===== src/rtl/ws2812b_pkg.sv =====
// Timing constants, ns-to-cycles conversion and decoder state encoding shared by
// the WS2812B receiver and transmitter.
package ws2812b_pkg;

    localparam int unsigned H_MIN_NS = 32'd200;
    localparam int unsigned H_THR_NS = 32'd600;
    localparam int unsigned H_MAX_NS = 32'd1000;

    typedef enum logic [1:0] {
        ST_SYNC = 2'd0,
        ST_IDLE = 2'd1,
        ST_HIGH = 2'd2,
        ST_LOW  = 2'd3
    } rx_state_t;

    // Round-to-nearest conversion, clamped so it always fits a 16-bit counter.
    function automatic logic [15:0] ns_to_cycles(input logic [63:0] clock_hz,
                                                 input logic [63:0] ns);
        logic [63:0] cyc;
        cyc = (clock_hz * ns + 64'd500_000_000) / 64'd1_000_000_000;
        if (cyc > 64'd65535) begin
            ns_to_cycles = 16'hFFFF;
        end else begin
            ns_to_cycles = cyc[15:0];
        end
    endfunction

endpackage


===== src/rtl/ws2812b_rx_sync.sv =====
// Two-flop synchronizer for the WS2812B line plus registered-history edge strobes.
module ws2812b_rx_sync (
    input  logic clk,
    input  logic rst,
    input  logic din,
    output logic din_s,
    output logic rise,
    output logic fall
);

    logic r_meta;
    logic r_sync;
    logic r_prev;

    // Metastability chain and one-cycle history for edge detection.
    always_ff @(posedge clk or posedge rst) begin
        if (rst) begin
            r_meta <= 1'b0;
            r_sync <= 1'b0;
            r_prev <= 1'b0;
        end else begin
            r_meta <= din;
            r_sync <= r_meta;
            r_prev <= r_sync;
        end
    end

    assign din_s = r_sync;
    assign rise  = r_sync & ~r_prev;
    assign fall  = ~r_sync & r_prev;

endmodule


===== src/rtl/ws2812b_rx.sv =====
// WS2812B serial decoder: pulse-width classification into 24-bit words with a
// valid/ready output, latch-gap detection and error reporting. Define
// WS2812B_RX_FWD_EN to add the chained-LED forwarding output dout.
module ws2812b_rx
    import ws2812b_pkg::*;
#(
    parameter int unsigned CLOCK_HZ = 32'd64_000_000,
    parameter int unsigned RES_NS   = 32'd50_000
) (
    input  logic        clk,
    input  logic        rst,
    input  logic        din,
    output logic [23:0] data_out,
    output logic        valid,
    input  logic        ready,
    output logic        latch,
    output logic        overrun,
    output logic        error
`ifdef WS2812B_RX_FWD_EN
    ,
    output logic        dout
`endif
);

    localparam logic [15:0] C_H_MIN = ns_to_cycles(64'(CLOCK_HZ), 64'(H_MIN_NS));
    localparam logic [15:0] C_H_THR = ns_to_cycles(64'(CLOCK_HZ), 64'(H_THR_NS));
    localparam logic [15:0] C_H_MAX = ns_to_cycles(64'(CLOCK_HZ), 64'(H_MAX_NS));
    localparam logic [15:0] C_RES   = ns_to_cycles(64'(CLOCK_HZ), 64'(RES_NS));
    localparam logic [15:0] CNT_MAX = 16'hFFFF;

    logic w_din_s;
    logic w_rise;
    logic w_fall;

    rx_state_t   r_state;
    rx_state_t   w_state_nx;
    logic [15:0] r_cnt;
    logic [15:0] w_cnt_nx;
    logic [15:0] w_cnt_inc;
    // The 24th bit goes straight into data_out, so only 23 bits are held here.
    logic [22:0] r_shift;
    logic [22:0] w_shift_nx;
    logic [4:0]  r_bitcnt;
    logic [4:0]  w_bitcnt_nx;
    logic [23:0] r_data;
    logic [23:0] w_data_nx;
    logic        r_valid;
    logic        w_valid_nx;
    logic        r_overrun;
    logic        w_overrun_nx;
    logic        r_latch;
    logic        w_latch_nx;
    logic        r_error;
    logic        w_error_nx;
    logic        w_bit_val;
    logic        w_word_done;

    ws2812b_rx_sync u_sync (
        .clk   (clk),
        .rst   (rst),
        .din   (din),
        .din_s (w_din_s),
        .rise  (w_rise),
        .fall  (w_fall)
    );

    // Next-state, datapath and output decode for the pulse-width decoder.
    always_comb begin
        w_state_nx   = r_state;
        w_cnt_nx     = r_cnt;
        w_shift_nx   = r_shift;
        w_bitcnt_nx  = r_bitcnt;
        w_data_nx    = r_data;
        w_valid_nx   = r_valid;
        w_overrun_nx = r_overrun;
        w_latch_nx   = 1'b0;
        w_error_nx   = 1'b0;
        w_bit_val    = 1'b0;
        w_word_done  = 1'b0;
        w_cnt_inc    = (r_cnt == CNT_MAX) ? CNT_MAX : (r_cnt + 16'd1);

        case (r_state)
            ST_SYNC: begin
                if (w_din_s) begin
                    w_cnt_nx = 16'd0;
                end else if (r_cnt >= C_RES) begin
                    w_state_nx = ST_IDLE;
                    w_cnt_nx   = 16'd0;
                end else begin
                    w_cnt_nx = w_cnt_inc;
                end
            end
            ST_IDLE: begin
                if (w_rise) begin
                    w_state_nx = ST_HIGH;
                    w_cnt_nx   = 16'd1;
                end else begin
                    w_state_nx = ST_IDLE;
                end
            end
            ST_HIGH: begin
                if ((r_cnt > C_H_MAX) || (w_fall && (r_cnt < C_H_MIN))) begin
                    w_error_nx  = 1'b1;
                    w_state_nx  = ST_SYNC;
                    w_cnt_nx    = 16'd0;
                    w_shift_nx  = 23'd0;
                    w_bitcnt_nx = 5'd0;
                end else if (w_fall) begin
                    w_bit_val  = (r_cnt > C_H_THR);
                    w_state_nx = ST_LOW;
                    w_cnt_nx   = 16'd1;
                    if (r_bitcnt == 5'd23) begin
                        w_word_done = 1'b1;
                        w_shift_nx  = 23'd0;
                        w_bitcnt_nx = 5'd0;
                    end else begin
                        w_shift_nx  = {r_shift[21:0], w_bit_val};
                        w_bitcnt_nx = r_bitcnt + 5'd1;
                    end
                end else begin
                    w_cnt_nx = w_cnt_inc;
                end
            end
            ST_LOW: begin
                if (w_rise) begin
                    w_state_nx = ST_HIGH;
                    w_cnt_nx   = 16'd1;
                end else if (r_cnt >= C_RES) begin
                    // A gap inside a word drops the partial word but is still a latch.
                    w_latch_nx  = 1'b1;
                    w_error_nx  = (r_bitcnt != 5'd0);
                    w_state_nx  = ST_IDLE;
                    w_cnt_nx    = 16'd0;
                    w_shift_nx  = 23'd0;
                    w_bitcnt_nx = 5'd0;
                end else begin
                    w_cnt_nx = w_cnt_inc;
                end
            end
            default: begin
                w_state_nx = ST_SYNC;
                w_cnt_nx   = 16'd0;
            end
        endcase

        if (w_word_done) begin
            w_data_nx    = {r_shift, w_bit_val};
            w_valid_nx   = 1'b1;
            w_overrun_nx = r_overrun | (r_valid & ~ready);
        end else if (r_valid && ready) begin
            w_valid_nx = 1'b0;
        end else begin
            w_valid_nx = r_valid;
        end
    end

    // State and datapath registers.
    always_ff @(posedge clk or posedge rst) begin
        if (rst) begin
            r_state   <= ST_SYNC;
            r_cnt     <= 16'd0;
            r_shift   <= 23'd0;
            r_bitcnt  <= 5'd0;
            r_data    <= 24'd0;
            r_valid   <= 1'b0;
            r_overrun <= 1'b0;
            r_latch   <= 1'b0;
            r_error   <= 1'b0;
        end else begin
            r_state   <= w_state_nx;
            r_cnt     <= w_cnt_nx;
            r_shift   <= w_shift_nx;
            r_bitcnt  <= w_bitcnt_nx;
            r_data    <= w_data_nx;
            r_valid   <= w_valid_nx;
            r_overrun <= w_overrun_nx;
            r_latch   <= w_latch_nx;
            r_error   <= w_error_nx;
        end
    end

    assign data_out = r_data;
    assign valid    = r_valid;
    assign overrun  = r_overrun;
    assign latch    = r_latch;
    assign error    = r_error;

`ifdef WS2812B_RX_FWD_EN
    logic r_fwd;
    logic r_dout;
    logic w_frame_end;

    assign w_frame_end = w_latch_nx | w_error_nx;

    // Forwarding opens after the first word of a frame and closes at its end.
    always_ff @(posedge clk or posedge rst) begin
        if (rst) begin
            r_fwd  <= 1'b0;
            r_dout <= 1'b0;
        end else begin
            if (w_frame_end) begin
                r_fwd <= 1'b0;
            end else if (w_word_done) begin
                r_fwd <= 1'b1;
            end else begin
                r_fwd <= r_fwd;
            end
            r_dout <= r_fwd & w_din_s & ~w_frame_end;
        end
    end

    assign dout = r_dout;
`endif

endmodule


===== config.mk =====
export PLATFORM = sky130hd
export DESIGN_NAME = ws2812b_rx
export DESIGN_NICKNAME = d
export VERILOG_FILES = /design/src/rtl/ws2812b_pkg.sv /design/src/rtl/ws2812b_rx_sync.sv /design/src/rtl/ws2812b_rx.sv
export SDC_FILE = /design/constraint.sdc
export NUM_CORES = 1
export LEC_CHECK = 0
export CAP_MARGIN = 10
export CORE_MARGIN = 2
export CORE_UTILIZATION = 55
export DETAILED_ROUTE_END_ITERATION = 10
export PLACE_DENSITY = 0.74
export SLEW_MARGIN = 20
export SYNTH_ARGS = -nofsm -noshare
export SYNTH_HDL_FRONTEND = slang
export SYNTH_SLANG_ARGS = --single-unit

===== constraint.sdc =====
create_clock -name clk -period 2.6 [get_ports clk]
set_input_delay 0.26 -clock clk [delete_from_list [all_inputs] [get_ports clk]]
set_output_delay 0.26 -clock clk [all_outputs]
set_load 0.02 [all_outputs]

# Yosys cells after proc, flatten, opt, wreduce, memory -nomap -nowiden
# Index checks and enable logic that the tools add are counted.
[classes] add_sub_neg=2 n_lt_le_gt_ge=4 n_eq_ne=10 mux=43 n_bitwise=7 n_reduce_logical=9
[ops] op="$mux 23" count=5
[ops] op="$mux 16" count=7
[ops] op="$pmux 16 s4" count=1
[ops] op="$pmux 23 s2" count=1
[ops] op="$mux 5" count=5
[ops] op="$add 16x1->16 const B" count=1
[ops] op="$eq 16x16->1 const B" count=1
[ops] op="$ge 16x12->1 const B" count=1
[ops] op="$gt 16x6->1 const B" count=1
[ops] op="$gt 16x7->1 const B" count=1
[ops] op="$lt 16x4->1 const B" count=1
[ops] op="$mux 1" count=15
[ops] op="$mux 2" count=6
[ops] op="$pmux 5 s2" count=1
[ops] op="$pmux 2 s4" count=1
[ops] op="$ne 2x2->1 const B" count=3
[ops] op="$add 5x1->5 const B" count=1
[ops] op="$eq 5x5->1 const B" count=1
[ops] op="$reduce_bool 5->1" count=1
[ops] op="$eq 2x2->1 const B" count=2
[ops] op="$reduce_and 4->1" count=1
[ops] op="$reduce_bool 2->1" count=2
[ops] op="$and 1x1->1" count=3
[ops] op="$ne 3x3->1 const B" count=1
[ops] op="other kinds (9)" count=12
[word_totals] regBits=77 in_bits=4 output_inout_bits=28 wordCells=87

# Longest topological paths before layout
# Gate-level depths: netlist of the first run.
[depth] word_depth=7 depth_mapped=8 mapped_depth_nobuf=6

# Cells and area by module
# A second synthesis of the first run with hierarchy kept.
[hier_totals] hier_cells=288 area_unflattened_um2=3507.1
[by_module_without_submodules] module="ws2812b_rx" instances=1 cells_per_inst=282 area_each_um2=3413.3 seq_area_each_um2=1851.8
[by_module_without_submodules] module="ws2812b_rx_sync" instances=1 cells_per_inst=6 area_each_um2=93.8 seq_area_each_um2=75.1

# Least setup slack after synthesis of the first run
# Ideal clock, no wire load.
[synth_path] path_type="flip-flop to flip-flop" from="reg r_bitcnt[0]" to="reg r_data[0], in the netlist data_out[0]" setup_ns=0.125 arrival_ns=1.854 t_required_ns=2.475 path_slack_ns=0.621 stages_incl_launch_ff=8 n_path_buf=2 period_less_slack_ns=1.979 cell_sequence="dfrtp_1 ha_1 nand2_1 nor3b_1 and4b_1 buf_2 buf_4 mux2_2"
[synth_between] elab_chain_len=5
[synth_rtl] item="from (decl)" line="ws2812b_rx.sv:43" text="logic [4:0] r_bitcnt;"
[synth_rtl] item="from (signal assigned)" line="ws2812b_rx.sv:173" text="r_bitcnt <= w_bitcnt_nx;"
[synth_rtl] item="$eq 5x5->1" line="ws2812b_rx.sv:112" text="if (r_bitcnt == 5'd23) begin"
[synth_rtl] item="$mux 1" line="ws2812b_rx.sv:112"
[synth_rtl] item="$mux 1" line="ws2812b_rx.sv:108" text="end else if (w_fall) begin"
[synth_rtl] item="$mux 1" line="ws2812b_rx.sv:102" text="if ((r_cnt > C_H_MAX) || (w_fall && (r_cnt < C_H_MIN))) begin"
[synth_rtl] item="$mux 1" line="ws2812b_rx.sv:82" text="case (r_state)"
[synth_rtl] item="to (signal assigned)" line="ws2812b_rx.sv:174" text="r_data <= w_data_nx;"
[synth_rtl] item="to (decl)" line="ws2812b_rx.sv:45" text="logic [23:0] r_data;"
# Every way passes these cells.
# A chain may end at the register's enable or synchronous reset.

# Final worst setup path of the first run
[layout_path] from="reg r_cnt[0]" to="reg r_bitcnt[0]"
[layout_between] elab_chain_len=5 elab_cells_between_ends=10 classes_between="3 x order compare; 2 x eq/ne; 2 x mux; 3 x reduce/logical"
[layout_rtl] item="from (decl)" line="ws2812b_rx.sv:37" text="logic [15:0] r_cnt;"
[layout_rtl] item="from (signal assigned)" line="ws2812b_rx.sv:171" text="r_cnt <= w_cnt_nx;"
[layout_rtl] item="$lt 16x4->1" line="ws2812b_rx.sv:102"
[layout_rtl] item="$logic_and 1x1->1" line="ws2812b_rx.sv:102"
[layout_rtl] item="$logic_or 1x1->1" line="ws2812b_rx.sv:102"
[layout_rtl] item="$ne 3x3->1 (no line) or $mux 5 (tied branches)"
[layout_rtl] item="$reduce_and 4->1 (no line) or $pmux 5 s2 (tied branches)"
# Several ways; a longest one is shown, not always the timed one.

==> impl_metrics.tcl, run 1 <==
set metrics [dict create \
    post-dp-hpwl_um 4380 \
    p_clk_frac 0.413 \
    synth_cells 282 \
    vias 2329 \
    cts-root-buf "clkbuf_8" \
    power_density_nw_per_um2 542 \
    dpl.cell_count 380 \
    clock_path_buffers 2 \
    finalWeightedCongestion 0.864 \
    wl_per_cell_um 16.5 \
    ctsResizeCount 0 \
    grt_pass1_vias 2214 \
    worst_setup_path_start_kind "register" \
    ys_seq_elements 77 \
    criticalPathCategory "register to register" \
    fill_cells 447 \
    rows 28 \
    multi_input_area_um2 1370 \
    grt_max_degree 34 \
    dpl_worst_slack_ns 0.350 \
    critPathCaptureType "register" \
    synth_top_flop_cell "dfrtp_1" \
    coreArea_um2 5960 \
    required_ns 2.89 \
    drive_gt1_frac 0.215 \
    numCtsBuffers 9 \
    p_total_mw 2.17 \
    first_iter_violations 188 \
    finalWirelength_um 6520 \
    finalSetupTns_ns 0 \
    p_int_mw 1.68 \
    cts_setup_buffers 0 \
    p_switching_uw 496 \
    cap_violations 0 \
    rsz0062_at_grt "false" \
    firstDrtPassIters 4 \
    p_leak_nw 1.87 \
    cts.reportedPaths.clkPinSlew_ns 0.08 \
    status "complete, no violations" \
    portBuffers 31 \
    htree_num_levels 3 \
    cts_sinks 77 \
    seq_area_frac_synth 0.562 \
    diodes 0 \
    vdd_drop_max_uv 318 \
    syn_nets 291 \
    sw_frac_of_total 0.229 \
    register_area_um2 1930 \
    clk_latency_ns 0.35 \
    fin_nets 325 \
    clock.fmax_mhz 440 \
    synth_edf_count 0 \
    final_cell_count_no_fill 396 \
    grt_pass1_wl_um 11300 \
    antenna_found_initial 0 \
    drc 0 \
    cp.arrival_ns 2.56 \
    synth_cell_types 55 \
    hold_path_class "input pin to asynchronous set/reset pin" \
    finalCritPeriodShare 0.874 \
    vias_per_cell 5.88 \
    drv_slew 0 \
    skew_ns 0.00984 \
    slew_headroom 0.471 \
    worstMarginPinSlew_ns 0.793 \
    seq_power_share 0.557 \
    cts_tree "built" \
    track_usage 0.206 \
    crit_fanout 25 \
    hold_ws_ns 0.311 \
    async_flop_share 1.00 \
    grt_overflow 0 \
    die_w_um 82.9 \
    yosys_warnings 0 \
    syn_area_um2 3430 \
    dieArea_um2 6880 \
    detail-route-antenna-nets 0 \
    hold_violations 0 \
    pwr-share-comb 0.029 \
    finalSetupViolations 0 \
    setup_ws_ns 0.328 \
    start_util 0.575 \
    syn2layout_area_growth_pct 17.0 \
    min_period_ns 2.27 \
    synth.avg_cell_area_um2 12.1 \
    io_pins 32 \
    die_h_um 82.9 \
    cts_hold_buf 0 \
]
[cells by family (layout without fill, tap and decap cells)]
kind of cell / Yosys count / count (layout) / share of synthesized area
xor+xnor: 1 / 1 / 0.00256
simple gates: 77 / 77 / 0.133
buf+inv: 25 / 64 / 0.0376
compound gates: 71 / 71 / 0.161
flops: 77 / 77 / 0.562
mux: 26 / 26 / 0.0851
fa+ha+maj: 5 / 5 / 0.0183
[registers in the layout, summed over array words and instances, names as in the netlist]
name           cells
u_sync.r_meta      1
r_state            2
data_out          24
u_sync.din_s       1
r_bitcnt           5
r_shift           23
latch              1
u_sync.r_prev      1
r_cnt             16
error              1
valid              1
overrun            1
[final timing paths]
| kind | start | endpoint | slack [ns] | cells past startpoint |
|---|---|---|---|---|
| setup / recovery | r_cnt[0] | r_bitcnt[0] | 0.33 | 7 |
| hold / removal | rst | data_out[20] | 0.31 | 2 |
| setup reg to reg | r_cnt[0] | r_bitcnt[0] | 0.33 | 7 |
| hold reg to reg | u_sync.r_meta | u_sync.din_s | 0.36 | 0 |
| max in group asynchronous | rst | r_cnt[1] | 1.61 | 3 |
| min in group clk | din | u_sync.r_meta | 0.35 | 1 |
[power groups by stage]
stage / Sequential (mW) / Combinational, mW / Clock (mW)
2_1_floorplan: 1.23 / 0.0446 / 0
5_1_grt: 1.21 / 0.0736 / 0.989
6_report: 1.21 / 0.0632 / 0.898
3_5_place_dp: 1.23 / 0.0652 / 0
3_3_place_gp: 1.23 / 0.0641 / 0
4_1_cts: 1.21 / 0.0651 / 0.919
[area by class of cell]
type,count,share of cell area
clock inverters,6,0.0178
repair buffers,36,0.0930
flip-flops and latches,77,0.481
well taps,75,0.0234
inverters,12,0.0112
multi-input cells,180,0.342
clock buffers,10,0.0318
[metrics by stage]
| step | cell area, um2 | utilization |
|---|---|---|
| final | 4010 | 0.673 |
| after global routing | 4010 | 0.673 |
| after CTS | 4010 | 0.673 |
| after detailed placement | 3810 | 0.639 |
| after global placement | 3810 | 0.639 |
| after floorplan | 3430 | - |
[placed cells by master (no fill, tap or decap), drive strengths merged, types with 2 or more instances in the layout]
cell / synthesis / final
dfrtp: 77 / 77
clkdlybuf4s50: 0 / 31
mux2: 25 / 25
a22o: 24 / 24
nand2: 14 / 14
nor2: 14 / 14
inv: 12 / 14
and3: 10 / 10
clkbuf: 4 / 10
a21oi: 8 / 8
o21ai: 7 / 7
nand3: 7 / 7
ha: 5 / 5
and2: 5 / 5
nor3: 5 / 5
buf: 9 / 5
nand2b: 4 / 4
o22ai: 4 / 4
nor4: 4 / 4
nor2b: 3 / 3
a31oi: 3 / 3
o21a: 3 / 3
a211oi: 3 / 3
o211ai: 2 / 2
o221ai: 2 / 2
o31a: 2 / 2
nand4: 2 / 2
a311oi: 2 / 2
a31o: 2 / 2
o31ai: 2 / 2
clkinvlp: 0 / 2
[synthesized netlist by cell type (all sizes together) (3+ instances only)]
cell type  instances  share of area
a211oi             3         0.0066
a21oi              8          0.012
a22o              24          0.066
a31oi              3         0.0055
and2               5         0.0095
and3              10          0.018
buf                9          0.020
clkbuf             4         0.0044
dfrtp             77           0.56
ha                 5          0.018
inv               12          0.013
mux2              25          0.082
nand2             14          0.015
nand2b             4         0.0073
nand3              7          0.012
nor2              14          0.015
nor2b              3         0.0055
nor3               5          0.012
nor4               4          0.012
o21a               3         0.0066
o21ai              7          0.010
o22ai              4         0.0073
[worst max-delay path: stages, from the launching register on]
cell and delay (ns):
dfrtp_1 0.45, inv_1 0.11, ha_1 0.20, o211ai_1 0.28, or3b_1 0.53, nor3_4 0.15, buf_4 0.29, mux2_2 0.20
[routing by layer]
| metal | wire length (um) | track usage | up-vias |
|---|---|---|---|
| li1 | - | - | 1116 |
| met4 | 66 | 0.0790 | 0 |
| met2 | 2900 | 0.294 | 68 |
| met1 | 3230 | 0.306 | 1139 |
| met3 | 311 | 0.0497 | 6 |
| met5 | 0 | 0 | - |
No activity file was read; power rests on OpenSTA's default activity.
==> run 2: changes to the inputs <==
SLEW_MARGIN = not set   (was 20)
==> results of run 2 <==
Final layout, timing and power as in run 1 (identical DEF).
